`src/rtl/axil_slave_regfile.sv`:
```
// AXI-Lite register-file slave: REG_COUNT byte-strobed registers, exposed flat on reg_out.
// Optional build macro AXIL_SLAVE_WR_PULSE_EN adds the per-register reg_wr_pulse strobe output.
module axil_slave_regfile #(
    parameter int unsigned AXI_DATA_WIDTH = 32,
    parameter int unsigned AXI_ADDR_WIDTH = 32,
    parameter int unsigned REG_COUNT      = 16
) (
    input  logic                                aclk,
    input  logic                                aresetn,
    input  logic [AXI_ADDR_WIDTH-1:0]           s_axil_awaddr,
    input  logic                                s_axil_awvalid,
    output logic                                s_axil_awready,
    input  logic [AXI_DATA_WIDTH-1:0]           s_axil_wdata,
    input  logic [AXI_DATA_WIDTH/8-1:0]         s_axil_wstrb,
    input  logic                                s_axil_wvalid,
    output logic                                s_axil_wready,
    output logic [1:0]                          s_axil_bresp,
    output logic                                s_axil_bvalid,
    input  logic                                s_axil_bready,
    input  logic [AXI_ADDR_WIDTH-1:0]           s_axil_araddr,
    input  logic                                s_axil_arvalid,
    output logic                                s_axil_arready,
    output logic [AXI_DATA_WIDTH-1:0]           s_axil_rdata,
    output logic [1:0]                          s_axil_rresp,
    output logic                                s_axil_rvalid,
    input  logic                                s_axil_rready,
    output logic [REG_COUNT*AXI_DATA_WIDTH-1:0] reg_out
`ifdef AXIL_SLAVE_WR_PULSE_EN
    ,
    output logic [REG_COUNT-1:0]                reg_wr_pulse
`endif
);

    localparam int unsigned STRB_WIDTH = AXI_DATA_WIDTH / 8;
    localparam int unsigned ADDR_LSB   = $clog2(STRB_WIDTH);
    localparam logic [AXI_ADDR_WIDTH-1:0] REG_LIMIT = AXI_ADDR_WIDTH'(REG_COUNT);
    localparam logic [1:0] RESP_OKAY   = 2'b00;
    localparam logic [1:0] RESP_SLVERR = 2'b10;

    typedef enum logic [0:0] {WIdle, WResp} w_state_e;
    typedef enum logic [0:0] {RIdle, RData} r_state_e;

    logic [AXI_DATA_WIDTH-1:0] regs_q [REG_COUNT];

    // Write channel state
    w_state_e                  w_state_q, w_state_d;
    logic                      aw_held_q, aw_held_d;
    logic                      w_held_q, w_held_d;
    logic [AXI_ADDR_WIDTH-1:0] awaddr_q, awaddr_d;
    logic [AXI_DATA_WIDTH-1:0] wdata_q, wdata_d;
    logic [STRB_WIDTH-1:0]     wstrb_q, wstrb_d;
    logic                      awready_q, awready_d;
    logic                      wready_q, wready_d;
    logic                      bvalid_q, bvalid_d;
    logic [1:0]                bresp_q, bresp_d;

    // Read channel state
    r_state_e                  r_state_q, r_state_d;
    logic                      arready_q, arready_d;
    logic                      rvalid_q, rvalid_d;
    logic [1:0]                rresp_q, rresp_d;
    logic [AXI_DATA_WIDTH-1:0] rdata_q, rdata_d;

    logic                      aw_hs, w_hs, ar_hs;
    logic                      aw_have, w_have;
    logic [AXI_ADDR_WIDTH-1:0] wr_addr, wr_idx, rd_idx;
    logic [AXI_DATA_WIDTH-1:0] wr_data, rd_word;
    logic [STRB_WIDTH-1:0]     wr_strb;
    logic                      wr_hit, rd_hit, wr_en;
    logic [REG_COUNT-1:0]      wr_sel;

    assign aw_hs   = s_axil_awvalid && awready_q;
    assign w_hs    = s_axil_wvalid && wready_q;
    assign ar_hs   = s_axil_arvalid && arready_q;
    assign aw_have = aw_held_q || aw_hs;
    assign w_have  = w_held_q || w_hs;

    // A same-edge handshake bypasses the holding register.
    assign wr_addr = aw_hs ? s_axil_awaddr : awaddr_q;
    assign wr_data = w_hs ? s_axil_wdata : wdata_q;
    assign wr_strb = w_hs ? s_axil_wstrb : wstrb_q;
    assign wr_idx  = wr_addr >> ADDR_LSB;
    assign wr_hit  = wr_idx < REG_LIMIT;
    assign rd_idx  = s_axil_araddr >> ADDR_LSB;
    assign rd_hit  = rd_idx < REG_LIMIT;

    always_comb begin
        w_state_d = w_state_q;
        aw_held_d = aw_held_q;
        w_held_d  = w_held_q;
        awaddr_d  = awaddr_q;
        wdata_d   = wdata_q;
        wstrb_d   = wstrb_q;
        awready_d = awready_q;
        wready_d  = wready_q;
        bvalid_d  = bvalid_q;
        bresp_d   = bresp_q;
        wr_en     = 1'b0;
        case (w_state_q)
            WIdle: begin
                if (aw_have && w_have) begin
                    wr_en     = wr_hit;
                    bvalid_d  = 1'b1;
                    bresp_d   = wr_hit ? RESP_OKAY : RESP_SLVERR;
                    aw_held_d = 1'b0;
                    w_held_d  = 1'b0;
                    awready_d = 1'b0;
                    wready_d  = 1'b0;
                    w_state_d = WResp;
                end else begin
                    aw_held_d = aw_have;
                    w_held_d  = w_have;
                    if (aw_hs) begin
                        awaddr_d = s_axil_awaddr;
                    end
                    if (w_hs) begin
                        wdata_d = s_axil_wdata;
                        wstrb_d = s_axil_wstrb;
                    end
                    awready_d = !aw_have;
                    wready_d  = !w_have;
                end
            end
            WResp: begin
                awready_d = 1'b0;
                wready_d  = 1'b0;
                if (s_axil_bready) begin
                    bvalid_d  = 1'b0;
                    awready_d = 1'b1;
                    wready_d  = 1'b1;
                    w_state_d = WIdle;
                end
            end
            default: w_state_d = WIdle;
        endcase
    end

    always_comb begin
        wr_sel = '0;
        for (int unsigned i = 0; i < REG_COUNT; i++) begin
            wr_sel[i] = wr_en && (wr_idx == AXI_ADDR_WIDTH'(i));
        end
    end

    // Read mux returns zero on a miss since no index matches.
    always_comb begin
        rd_word = '0;
        for (int unsigned i = 0; i < REG_COUNT; i++) begin
            if (rd_idx == AXI_ADDR_WIDTH'(i)) begin
                rd_word = regs_q[i];
            end
        end
    end

    always_comb begin
        r_state_d = r_state_q;
        arready_d = arready_q;
        rvalid_d  = rvalid_q;
        rresp_d   = rresp_q;
        rdata_d   = rdata_q;
        case (r_state_q)
            RIdle: begin
                arready_d = 1'b1;
                if (ar_hs) begin
                    rdata_d   = rd_word;
                    rresp_d   = rd_hit ? RESP_OKAY : RESP_SLVERR;
                    rvalid_d  = 1'b1;
                    arready_d = 1'b0;
                    r_state_d = RData;
                end
            end
            RData: begin
                arready_d = 1'b0;
                if (s_axil_rready) begin
                    rvalid_d  = 1'b0;
                    arready_d = 1'b1;
                    r_state_d = RIdle;
                end
            end
            default: r_state_d = RIdle;
        endcase
    end

    always_ff @(posedge aclk or negedge aresetn) begin
        if (!aresetn) begin
            w_state_q <= WIdle;
            aw_held_q <= 1'b0;
            w_held_q  <= 1'b0;
            awaddr_q  <= '0;
            wdata_q   <= '0;
            wstrb_q   <= '0;
            awready_q <= 1'b0;
            wready_q  <= 1'b0;
            bvalid_q  <= 1'b0;
            bresp_q   <= 2'b00;
            r_state_q <= RIdle;
            arready_q <= 1'b0;
            rvalid_q  <= 1'b0;
            rresp_q   <= 2'b00;
            rdata_q   <= '0;
        end else begin
            w_state_q <= w_state_d;
            aw_held_q <= aw_held_d;
            w_held_q  <= w_held_d;
            awaddr_q  <= awaddr_d;
            wdata_q   <= wdata_d;
            wstrb_q   <= wstrb_d;
            awready_q <= awready_d;
            wready_q  <= wready_d;
            bvalid_q  <= bvalid_d;
            bresp_q   <= bresp_d;
            r_state_q <= r_state_d;
            arready_q <= arready_d;
            rvalid_q  <= rvalid_d;
            rresp_q   <= rresp_d;
            rdata_q   <= rdata_d;
        end
    end

    always_ff @(posedge aclk or negedge aresetn) begin
        if (!aresetn) begin
            for (int unsigned i = 0; i < REG_COUNT; i++) begin
                regs_q[i] <= '0;
            end
        end else begin
            for (int unsigned i = 0; i < REG_COUNT; i++) begin
                for (int unsigned b = 0; b < STRB_WIDTH; b++) begin
                    if (wr_sel[i] && wr_strb[b]) begin
                        regs_q[i][b*8 +: 8] <= wr_data[b*8 +: 8];
                    end
                end
            end
        end
    end

    for (genvar g = 0; g < REG_COUNT; g++) begin : g_reg_out
        assign reg_out[g*AXI_DATA_WIDTH +: AXI_DATA_WIDTH] = regs_q[g];
    end

`ifdef AXIL_SLAVE_WR_PULSE_EN
    logic [REG_COUNT-1:0] wr_pulse_q;

    // wr_sel is only non-zero on the edge that raises bvalid, so this is a one-cycle strobe.
    always_ff @(posedge aclk or negedge aresetn) begin
        if (!aresetn) begin
            wr_pulse_q <= '0;
        end else begin
            wr_pulse_q <= wr_sel;
        end
    end

    assign reg_wr_pulse = wr_pulse_q;
`else
    // No strobe output in this build; wr_sel only steers the register bank.
`endif

    assign s_axil_awready = awready_q;
    assign s_axil_wready  = wready_q;
    assign s_axil_bvalid  = bvalid_q;
    assign s_axil_bresp   = bresp_q;
    assign s_axil_arready = arready_q;
    assign s_axil_rvalid  = rvalid_q;
    assign s_axil_rresp   = rresp_q;
    assign s_axil_rdata   = rdata_q;

endmodule

```
`config.mk`:
```
export PLATFORM = sky130hd
export DESIGN_NAME = axil_slave_regfile
export DESIGN_NICKNAME = d
export VERILOG_FILES = /design/src/rtl/axil_slave_regfile.sv
export SDC_FILE = /design/constraint.sdc
export NUM_CORES = 1
export LEC_CHECK = 0
export CAP_MARGIN = 10
export CELL_PAD_IN_SITES_DETAIL_PLACEMENT = 1
export CELL_PAD_IN_SITES_GLOBAL_PLACEMENT = 1
export CORE_MARGIN = 5
export CORE_UTILIZATION = 41
export DETAILED_ROUTE_END_ITERATION = 12
export GPL_ROUTABILITY_DRIVEN = 0
export PLACE_DENSITY_LB_ADDON = 0.1
export SLEW_MARGIN = 20
export SYNTH_ARGS = -nofsm -noshare
export SYNTH_HDL_FRONTEND = slang
export SYNTH_SLANG_ARGS = --single-unit
```
`constraint.sdc`:
```
create_clock -name aclk -period 3.3 [get_ports aclk]
set_clock_uncertainty 0.1 [all_clocks]
set_input_delay 0.33 -clock aclk [delete_from_list [all_inputs] [get_ports aclk]]
set_output_delay 0.33 -clock aclk [all_outputs]
set_load 0.05 [all_outputs]
```
### Word level (Yosys, flattened, before mapping)

Index checks and enable logic that the tools add are counted.

* add/subtract/negate cells: 0
* $mul: 0
* divide/modulo/power cells: 0
* order comparisons: 2
* equality and inequality tests: 34
* shift operators: 0
* muxes and demuxes: 45
* bitwise operators: 3
* reductions and logical operators: 96

Operators by type and width (number)
* 2-to-1 mux 32 bit: 18
* == test 30 x 4 -> 1 bit (second input constant): 16
* == test 30 x 3 -> 1 bit (second input constant): 8
* == test 30 x 2 -> 1 bit (second input constant): 4
* logical AND 1 bit: 84
* zero test 32 bit: 2
* == test 30 x 1 -> 1 bit (second input constant): 2
* less-than comparator 30 x 5 -> 1 bit (second input constant): 2
* 2-to-1 mux 1 bit: 17
* one-hot mux 1 bit (2 select lines): 7
* AND reduction 2 bit: 5
* != test 2 bit (second input constant): 4
* 2-to-1 mux 2 bit: 2
* 2-to-1 mux 4 bit: 1
* inverter 1 bit: 3
* AND reduction 3 bit: 1
* zero test 1 bit: 2
* logical OR 1 bit: 2

* bits in registers: 625
* latch bits: 0
* RAM bits: 0
* bits in read-only memories: 0
* input port bits: 107
* memories kept: 0

### Logic depth before layout (Yosys ltp)

* depth in word-level cells: 17
* depth in mapped cells: 11

### Worst setup path after synthesis

Ideal clock, no wire load.

* path kind: register to register
* start point: register wready_q (netlist: s_axil_wready)
* end point: register regs_q (netlist bit reg_out[256])
* setup time: 0.125 ns
* data arrival time: 2.510 ns
* required time: 3.075 ns
* path slack: 0.565 ns
* cell stages (with the launch flop): 10
* path buffers: 2
* period minus slack after synthesis: 2.735 ns
* path through: dfrtp_1 > and2_1 > clkbuf_1 > nor2_1 > nor2_1 > o211ai_1 > or2_0 > clkbuf_1 > nor2_4 > mux2_2

* word-level cells in the longest chain between the ends: 7
* elaborated cells on any way between the ends: 9
* classes of those cells: mux: 4; reduce/logical: 5

Ends and longest elaborated chain
* from (decl): line 53 `logic wready_q, wready_d;`
* from (signal assigned): line 209 `wready_q <= wready_d;`
* logical AND 1 bit (*): line 73 `assign w_hs = s_axil_wvalid && wready_q;`
* logical OR 1 bit: line 76 `assign w_have = w_held_q || w_hs;`
* logical AND 1 bit: line 101 `if (aw_have && w_have) begin`
* 2-to-1 mux 1 bit: line 101
* 2-to-1 mux 1 bit: line 99 `case (w_state_q)`
* logical AND 1 bit: line 141 `wr_sel[i] = wr_en && (wr_idx == AXI_ADDR_WIDTH'(i));`
* logical AND 1 bit: line 228 `if (wr_sel[i] && wr_strb[b]) begin`
* to (signal, indexed assignment): line 229 `regs_q[i][b*8 +: 8] <= wr_data[b*8 +: 8];`
* to (decl): line 43 `logic [AXI_DATA_WIDTH-1:0] regs_q [REG_COUNT];`

Mark *: on every way between the ends. The rest lies on a longest branch, timed or not.
A chain may end at the register's enable or synchronous reset.

### Worst setup path in the final report

* start point: register awaddr_q[17]
* end point: register regs_q (netlist bit reg_out[353])

* word-level cells in the longest chain between the ends: 6
* elaborated cells on any way between the ends: 7
* classes of those cells: order compare: 1; eq/ne: 1; mux: 3; reduce/logical: 2

Ends and longest elaborated chain
* from (decl): line 49 `logic [AXI_ADDR_WIDTH-1:0] awaddr_q, awaddr_d;`
* from (signal assigned): line 205 `awaddr_q <= awaddr_d;`
* 2-to-1 mux 32 bit (*)
* less-than comparator 30 x 5 -> 1 bit: line 83 `assign wr_hit = wr_idx < REG_LIMIT;`
* 2-to-1 mux 1 bit: line 101
* 2-to-1 mux 1 bit: line 99
* logical AND 1 bit (*): line 141
* logical AND 1 bit (*): line 228

Marked as above.

==> impl_metrics.tcl <==
set metrics [dict create \
    die_w_microns 279 \
    clk_pin_slew_worst_paths_ns 0.06 \
    rows 98 \
    endpoint "reg_out[353]" \
    drt-total-wl_microns 149000 \
    wire_per_inst_microns 36.0 \
    antenna_found_initial 3 \
    ctsHtreeMaxLevel 3 \
    r2r_cells 8 \
    clockRootBuffer "clkbuf_16" \
    dp_cells 4006 \
    max_freq_mhz 326 \
    syn-cell-area_sq_um 29700 \
    grt_pass1_vias 27371 \
    yosysWarningCount 0 \
    rsz0062_at_grt "no" \
    instances_no_fill 4136 \
    post-route-drc-count 0 \
    nets 3237 \
    cts_tree "built" \
    endpoint_kind "flip-flop" \
    drv_cap 0 \
    met3_usage 0.115 \
    finalHoldViolCount 0 \
    total_power_uw 22700 \
    grt_pass1_wl_microns 208000 \
    ff_latch_area_sq_um 15500 \
    r2r-end "reg_out[353]" \
    slew_headroom 0.425 \
    slew_viol_final 0 \
    setup_viol 0 \
    boundaryPins 660 \
    synth_edf_count 0 \
    finalCriticalPeriod_ns 3.07 \
    vias 25608 \
    portBuffers 653 \
    synth.most_common_cell "mux2_2" \
    status "complete, no violations" \
    yosys.area.top_type "dfrtp_1" \
    worstSetupStartpointType "flip-flop" \
    area_growth_syn_to_layout_pct 40.5 \
    synth_area_leaders "dfrtp_1 (52%), mux2_2 (24%), nor2_4 (1.9%)" \
    crit_fanout 8 \
    tns_ns 0 \
    setup_slack_ns 0.232 \
    startpoint "awaddr_q[17]" \
    postRouteAntennaNets 0 \
    ys_seq_area_frac 0.523 \
    grt_util_met1 0.423 \
    worstMarginPinSlew_ns 0.856 \
    hpwl_microns 113000 \
    dieArea_sq_um 78000 \
    power_density_nw_per_um2 543 \
    yosysTopAreaCellShare 0.523 \
    crit_type "reg2reg" \
    async_flop_share 1.00 \
    use_met2 0.604 \
    holdCritPathClass "in2async" \
    fin_crit_sh 0.930 \
    core_sq_um 71700 \
    worstSkewPairLatency_ns 0.62 \
    synthCells 2330 \
    ys_types 81 \
    ir_drop_mv 0.480 \
    final_area_sq_um 41800 \
    multi_input_area_sq_um 13500 \
    first_pass_iters 5 \
    die-height_microns 279 \
    cts_num_sinks 621 \
    final.fill_count 7156 \
    ys_ff_latch 621 \
    busiest_layer "met2" \
    synth_area_per_cell_sq_um 12.8 \
    via_per_inst 6.19 \
    required_ns 3.69 \
    start_util 0.415 \
    synthTopCellsByCount "mux2_2 (634), dfrtp_1 (621), clkbuf_1 (93), nor2_1 (93), o21ai_0 (90)" \
    drive_gt1_frac 0.350 \
    placed_area_sq_um 39300 \
    ctsLongestPathBuffers 3 \
    cp.arrival_ns 3.46 \
    synthFlopType "dfrtp_1" \
    r2r_slack_ns 0.23 \
    leakage_uw 0.0184 \
    grt_use_total 0.367 \
    grt_max_degree 86 \
    drt_iter0_drc 2309 \
    grt.overflow.total 0 \
    place_ws_ns -0.356 \
    cts-buffers-inserted 71 \
    r2r_start "awaddr_q[17]" \
]
==> how the worst min path moves through the flow <==
stage	cells past startpoint	startpoint	endpoint	slack, ns
2_1_floorplan	0	aresetn	aw_held_q	-0.07
3_3_place_gp	1	aresetn	wdata_q[24]	0.26
3_5_place_dp	1	aresetn	wdata_q[24]	0.28
4_1_cts	2	aresetn	wdata_q[24]	0.21
5_1_grt	2	aresetn	wdata_q[24]	0.21
6_report	2	aresetn	wdata_q[24]	0.15
==> what timing repair did <==
item,4_1_cts,5_1_grt
hold endpoints to repair,61,0
hold buffers,1,0
gates resized for setup,0,0
setup buffers,0,0
==> state kept, by name, summed over array words and instances, names as in the netlist <==
name            count
s_axil_bvalid       1
s_axil_rresp        1
s_axil_arready      1
s_axil_rvalid       1
wstrb_q             4
w_state_q           1
s_axil_bresp        1
reg_out           512
s_axil_awready      1
s_axil_wready       1
w_held_q            1
awaddr_q           30
aw_held_q           1
wdata_q            32
r_state_q           1
s_axil_rdata       32
==> layer usage <==
layer	wire length (microns)	vias to the layer above
met2	70400	1410
met5	15	-
met1	53000	13423
met4	11200	2
li1	-	10332
met3	14200	441
==> cell usage in the layout, fill, tap and decap left out, types with 13 or more instances in the layout <==
cell and instances:
clkdlybuf4s50_1 649, mux2_2 634, dfrtp_1 621, buf_4 167, nor2_1 92, o21ai_0 90, a21oi_1 88, clkbuf_16 73
nand2_1 66, buf_12 61, nor2_4 50, nand3_1 36, mux2i_1 36, o22ai_1 30, a221oi_1 28, a22oi_1 23
o221ai_1 22, a211oi_1 22, nor3_1 21, nand2b_1 21, nor4_1 18, nor2_2 17, clkbuf_8 17, or3_1 16
mux4_2 13
==> worst max-delay path, cell delays in order, from the launching register on <==
cell and delay [ns]:
dfrtp_1 0.38, nor4_1 0.42, nand4_1 0.18, o22ai_2 0.37, o211ai_1 0.29, nand2b_1 0.47, nor2_4 0.21, buf_12 0.17
mux2_2 0.35
==> metrics by stage <==
| stage | utilization | hold slack (ns) |
|---|---|---|
| final | 0.582 | 0.149 |
| after floorplan | - | -0.0656 |
| after global placement | 0.548 | 0.265 |
| after CTS | 0.582 | 0.211 |
| after detailed placement | 0.548 | 0.280 |
| after global routing | 0.582 | 0.208 |
==> power by group <==
part / leakage (uW) / internal [uW] / switching (uW)
Clock: 0.00122 / 5020 / 3400
Sequential: 0.00846 / 8230 / 424
Combinational: 0.00873 / 1750 / 3860
==> cell type report <==
cell class / instances / share of cell area
Antenna cell: 1 / 0.0000599
Sequential cell: 621 / 0.372
Clock inverter: 26 / 0.00886
Multi-Input combinational cell: 1542 / 0.323
Timing Repair Buffer: 881 / 0.216
Clock buffer: 102 / 0.0504
Tap cell: 950 / 0.0285
Inverter: 13 / 0.00117
==> logic make-up (layout without fill, tap and decap cells) <==
logic type | Yosys count | after routing | synth area share
AO/OA/AOI/OAI | 420 | 420 | 0.0957
multiplexers | 687 | 687 | 0.264
buffers and inverters | 168 | 1022 | 0.0255
flip-flops | 621 | 621 | 0.523
other | 1 | 3 | 0.000126
AND/OR/NAND/NOR | 433 | 433 | 0.0921
No activity file was read; power rests on OpenSTA's default activity.
